File: config.mk
export PLATFORM = sky130hd
export DESIGN_NAME = fifo_pop_ctrl
export DESIGN_NICKNAME = d
export VERILOG_FILES = /design/src/rtl/fifo_pop_ctrl.sv
export SDC_FILE = /design/constraint.sdc
export NUM_CORES = 1
export LEC_CHECK = 0
export CAP_MARGIN = 20
export CORE_MARGIN = 3
export CORE_UTILIZATION = 23
export CTS_CLUSTER_SIZE = 14
export DETAILED_ROUTE_END_ITERATION = 6
export HOLD_SLACK_MARGIN = 0.06
export PLACE_DENSITY_LB_ADDON = 0.1
export SKIP_LAST_GASP = 1
export SLEW_MARGIN = 30
export SYNTH_ARGS = -nofsm -noshare
export SYNTH_HDL_FRONTEND = slang
export SYNTH_SLANG_ARGS = --single-unit
File: constraint.sdc
create_clock -name clk -period 2.4 [get_ports clk]
set_clock_uncertainty 0.1 [all_clocks]
set_input_delay 0.48 -clock clk [delete_from_list [all_inputs] [get_ports clk]]
set_output_delay 0.48 -clock clk [all_outputs]
set_load 0.01 [all_outputs]
File: src/rtl/fifo_pop_ctrl.sv
// fifo_pop_ctrl: pops the 6x8 FIFO into a 3-entry buffer that hides the FIFO's
// one-cycle read latency and delivers words downstream on valid/ready.
module fifo_pop_ctrl #(
    parameter int DATA_SIZE = 8,
    parameter int CNT_SIZE  = 16
) (
    input  logic                 clk,
    input  logic                 reset,
    input  logic                 enable,
    input  logic                 fifo_empty,
    input  logic                 almost_empty,
    input  logic                 fifo_error,
    input  logic [DATA_SIZE-1:0] data_out_pop,
    output logic                 read,
    output logic [DATA_SIZE-1:0] data_out,
    output logic                 valid_out,
    input  logic                 ready_in,
    output logic [CNT_SIZE-1:0]  pop_count,
    output logic                 err_sticky,
    output logic                 busy,
    output logic                 low_water
);
    typedef enum logic [1:0] {IDLE, RUN, DRAIN, ERROR} state_t;
    state_t state, state_next;
    logic [DATA_SIZE-1:0] mem [3];
    logic [1:0] head, tail, occ;
    logic inflight, capture, transfer;

    function automatic logic [1:0] nxt(input logic [1:0] p);
        return p == 2'd2 ? 2'd0 : p + 2'd1;
    endfunction

    always_ff @(posedge clk) begin
        if (reset)
            state <= IDLE;
        else
            state <= state_next;
    end

    always_comb begin
        state_next = state;
        case (state)
            IDLE:    state_next = fifo_error ? ERROR : enable ? RUN : IDLE;
            RUN:     state_next = fifo_error ? ERROR : !enable ? DRAIN : RUN;
            DRAIN:   state_next = fifo_error ? ERROR : enable ? RUN :
                                  (occ == 2'd0 && !inflight) ? IDLE : DRAIN;
            default: state_next = ERROR;
        endcase
    end

    // Counting the in-flight word against free space keeps the buffer from overflowing.
    always_comb begin
        read      = state == RUN && !fifo_empty && ({1'b0, occ} + {2'b00, inflight} < 3'd3);
        valid_out = occ != 2'd0;
        data_out  = mem[head];
        busy      = state != IDLE;
        capture   = inflight;
        transfer  = valid_out && ready_in;
    end

    always_ff @(posedge clk) begin
        if (reset) begin
            for (int i = 0; i < 3; i++) mem[i] <= '0;
            head       <= 2'd0;
            tail       <= 2'd0;
            occ        <= 2'd0;
            inflight   <= 1'b0;
            pop_count  <= '0;
            err_sticky <= 1'b0;
            low_water  <= 1'b0;
        end else begin
            inflight  <= read;
            low_water <= almost_empty;
            if (fifo_error) err_sticky <= 1'b1;
            if (capture) begin
                mem[tail] <= data_out_pop;
                tail      <= nxt(tail);
            end
            if (transfer) begin
                head      <= nxt(head);
                pop_count <= pop_count + CNT_SIZE'(1);
            end
            if (capture && !transfer)
                occ <= occ + 2'd1;
            else if (!capture && transfer)
                occ <= occ - 2'd1;
        end
    end
endmodule

==> results.md <==
Status:
- The flow ran to the end, and the final reports show no timing, DRC or antenna violations.

Yosys:
- Sequential cells were found to cover 59.2% of the synthesized design area.
- The number of synthesized flops with an enable pin is 32.
- In this run the mean area of a mapped cell was between 10 and 15 µm².
- In the synthesized netlist, mux cells make up 8.60% of the area.
- The simple-gate portion of the synthesized area is 19.8%.
- The total nets after synthesis is approximately 230.
- The arithmetic-cell share of the synthesized area counting full adders, half adders and majority gates is 1.92%.
- Summing the areas of all compound-gate instances in the mapped netlist gives under 10% of the synthesized area.
- The dominant combinational cell family by area after synthesis is simple AND/OR/NAND/NOR gates.
- The mapped netlist covers 2600 µm².
- The proportion of synthesized flip-flops having asynchronous set or reset is 0%.
- The main flop type after synthesis is sky130_fd_sc_hd__edfxtp_1.
- The number of warnings reported in the yosys synthesis log is 0.
- Counting every instance in the synthesized netlist gives 212.
- After synthesis the netlist holds a flip-flop and latch count of 61.
- Counting distinct cell types in the post-synthesis netlist gives 41.
- Of the total synthesized cell area, the portion taken by XOR and XNOR cells is 4.04%.

Final layout:
- From synthesis to final layout, the design area changed by 39.8%.
- The number of nets at the end of the flow is 295.
- In the final layout, the multi-input gates occupy approximately 1000 µm².
- The count of filler cells inserted in the layout is 1108.
- Across the whole layout, storage elements account for approximately 1500 µm².
- Cells with a size suffix above 1 make up a little over a fifth of the layout.
- Cells fill 33.3% of the core in the end.
- The repair_antennas step left the layout with diodes totalling 0.

Setup path:
- Among cell families on the critical path, the largest total delay comes from simple AND/OR/NAND/NOR gates.
- Along the worst path, the maximum fanout reaches 2.
- The worst setup path is launched from a flop.
- The critical path goes through ha_1 -> ha_2 -> or4b_4 -> a21oi_2 -> buf_2.
- The critical path in this run is classified as flop to output pin.
- The maximum single-stage delay on the critical path is 0.48 ns.
- The cell type of the slowest stage on the worst timing path is sky130_fd_sc_hd__or4b_4.
- The sort of element at the end of the critical path is an output pin.
- For the worst flop-to-flop path, the logic depth is 4.
- The critical path crosses 5 cells after its start point.
- Together, buffers and inverters on the worst path number 1.
- The required time of the worst setup path is between 1.5 and 2 ns.
- At the worst endpoint, the arrival time is 1.75 ns.

Timing:
- The count of final setup violators is 0.
- The actual slew at the worst max-slew pin is 0.348 ns.
- The max-slew violation count is 0.
- For this run, the top clock speed supported by timing is 429 MHz.
- The worst path needs 2.33 ns of the cycle, external delays included.
- The final-report hold violation count is 0.
- Setup repair after global routing left no endpoint under its margin.
- The worst slew slack as a fraction of its limit is 76.6%.
- The summed negative setup slack over all endpoints is 0 ns.
- The slack of the critical path is 0.0715 ns.
- The share of the clock period used by the worst path is 97.0%.

Power and ir drop:
- The share of power burned in combinational logic is between 10% and 20%.
- The analysis attributes to cell leakage a power of 1.38 nW.
- The clock share of power is 46.2%.
- Of the total power, the share spent switching nets is 23.4%.
- The worst-case IR drop observed on VDD is around 0.28 mV.
- The part of the total power dissipated in sequential elements is 39.4%.
- For this design the ratio of total power to cell area is 823 nW/µm².
- The reported net switching power is 0.701 mW.
- The internal power component is 2.29 mW.

Clock tree:
- The number of buffers created by CTS is 9.
- TritonCTS built the clock tree.
- The post-CTS clock slew at the launch and capture registers of the worst setup and hold paths is ~0.05 ns.
- Buffers added to address setup during post-CTS repair amount to 0.
- The tree built by TritonCTS fans out to 61 sinks.
- The root buffer cell is sky130_fd_sc_hd__clkbuf_16.
- The largest buffer count on any clock path is 2.
- The H-tree was split into 3 levels.
- The later-pin clock latency in the skew report is about 0.32 ns.

Global route:
- The wire length of the first global-routing pass is 10.0 mm.
- The maximum number of pins on one net before global-route repair is 21.
- The number of global-route vias before repair is between 1500 and 2000.
- The initial antenna violation count is 0.
- Summed over all layers, the global routing overflow is 0.
- The global-route usage over all layers is 10.3%.

Placement:
- The worst setup timing slack at the placement stage is -0.402 ns.
- Detailed placement finished with a half-perimeter wire length of 3.94 mm.
- The number of buffers inserted by port buffering is 43.
- At the end of routability-driven placement, the weighted congestion stood at between 0.7 and 0.8.

Drt:
- The mean routed wirelength per cell is around 14 µm.
- For this run, design rule violations remaining after detail routing come to 0.
- The number of routed nets with antenna violations is 0.
- In the routed layout, each cell is associated on average with a via count of about 4.3.
- The routed via count is 1791.
- The number of search-and-repair iterations in the first detailed-routing pass is 4.
- Summed over all layers, the routed wires come to 5.98 mm.
- The number of DRC markers after the initial detailed-route iteration is 49.

Floorplan:
- The width of the chip is 112 µm.
- Measured along the y axis, the die boundary spans 112 µm.
- The initial utilization of the core area, before any placement, comes to 23.8%.
- The die area is 12600 µm².
- The total I/O pin count is 44.
- The total core area is 10900 µm².
- The number of placement rows is 38.

Worst hold path:
- The worst hold path was traced through 2 stages.
- The worst hold-check path type is flop to flop.

Flow run:
- Max-cap violations in this run came to 0.
[final timing paths]
path	end	from	slack, ns
setup / recovery	read	occ[0]	0.07
hold / removal	err_sticky	err_sticky	0.39
setup reg to reg	pop_count[15]	pop_count[2]	0.48
hold reg to reg	err_sticky	err_sticky	0.39
[placed cells by master, fill, tap and decap left out, types with 8 or more instances in the layout]
cell	instances
sky130_fd_sc_hd__clkdlybuf4s50_1	34
sky130_fd_sc_hd__dfxtp_1	28
sky130_fd_sc_hd__and3_1	12
sky130_fd_sc_hd__mux4_2	8
sky130_fd_sc_hd__buf_4	18
sky130_fd_sc_hd__clkbuf_16	9
sky130_fd_sc_hd__nand2_1	8
sky130_fd_sc_hd__nor2_1	23
sky130_fd_sc_hd__nand4_1	8
sky130_fd_sc_hd__a21oi_1	9
sky130_fd_sc_hd__dlygate4sd2_1	8
sky130_fd_sc_hd__and2_1	16
sky130_fd_sc_hd__edfxtp_1	32
[kinds of logic after synthesis]
group / Yosys count
AOI/OAI and AO/OA: 19
xor gates and xnor gates: 12
muxes: 12
and+or+nand+nor: 92
DFF: 61
adders and majority gates: 4
buffers and inverters: 12
[routing by layer]
layer / part of all wire (%) / track usage (%) / up-vias
met5: 0 / 0 / -
met4: 1.3 / 4.09 / 0
met3: 3.9 / 3.34 / 5
met2: 46 / 15.8 / 37
met1: 49 / 13.5 / 847
li1: - / - / 902
[area by class of cell]
type	instances	area share, %
multi-input combinational	139	28.0
clock inverter	7	2.68
clock buffer	9	6.19
sequential	61	42.4
inverter	3	0.309
tap	140	4.81
timing repair buffer	62	15.7
[flip-flops by register name, summed over array words and instances, names as in the netlist, named ones only]
signal      flops
pop_count      16
state           2
tail            2
mem            32
err_sticky      1
head            2
occ             2
capture         1
low_water       1
[tightest hold or removal path: stages (launching register included)]
cell                      delay [ns]
sky130_fd_sc_hd__dfxtp_1        0.33
sky130_fd_sc_hd__nor2_1         0.05
sky130_fd_sc_hd__nor2_1         0.07
[power groups by stage]
stage               combinational (mW)  clock [mW]  sequential (mW)
floorplan                        0.233           0             1.20
global placement                 0.454           0             1.20
detailed placement               0.450           0             1.20
CTS                              0.438        1.43             1.18
global route                     0.481        1.48             1.19
finish                           0.430        1.38             1.18
[through the flow]
stage | hold slack [ns] | instances | power (mW) | cell area, µm²
floorplan | 0.359 | 212 | 1.44 | 2600
global placement | 0.364 | 405 | 1.66 | 3320
detailed placement | 0.370 | 405 | 1.65 | 3320
CTS | 0.390 | 421 | 3.05 | 3640
global route | 0.416 | 421 | 3.15 | 3640
finish | 0.386 | 421 | 3.00 | 3640
[synthesized netlist by cell type, types with 5 or more instances]
library cell	number	area (µm²)
sky130_fd_sc_hd__edfxtp_1	32	961
sky130_fd_sc_hd__a21oi_1	10	50.1
sky130_fd_sc_hd__mux4_2	8	180
sky130_fd_sc_hd__nor2b_1	5	31.3
sky130_fd_sc_hd__and3_1	12	75.1
sky130_fd_sc_hd__clkbuf_1	5	18.8
sky130_fd_sc_hd__nand2_1	8	30.0
sky130_fd_sc_hd__nand4_1	8	50.1
sky130_fd_sc_hd__xnor2_1	5	43.8
sky130_fd_sc_hd__dfxtp_1	29	581
sky130_fd_sc_hd__and2_1	16	100
sky130_fd_sc_hd__xor2_1	7	61.3
sky130_fd_sc_hd__nor2_1	23	86.3
[timing repair]
| item | 4_1_cts | 5_1_grt |
|---|---|---|
| hold buffers | 0 | 0 |
| endpoints found under the setup margin | 9 | 1 |
| resized for setup | 15 | 1 |
(Power assumes the default switching activity.)
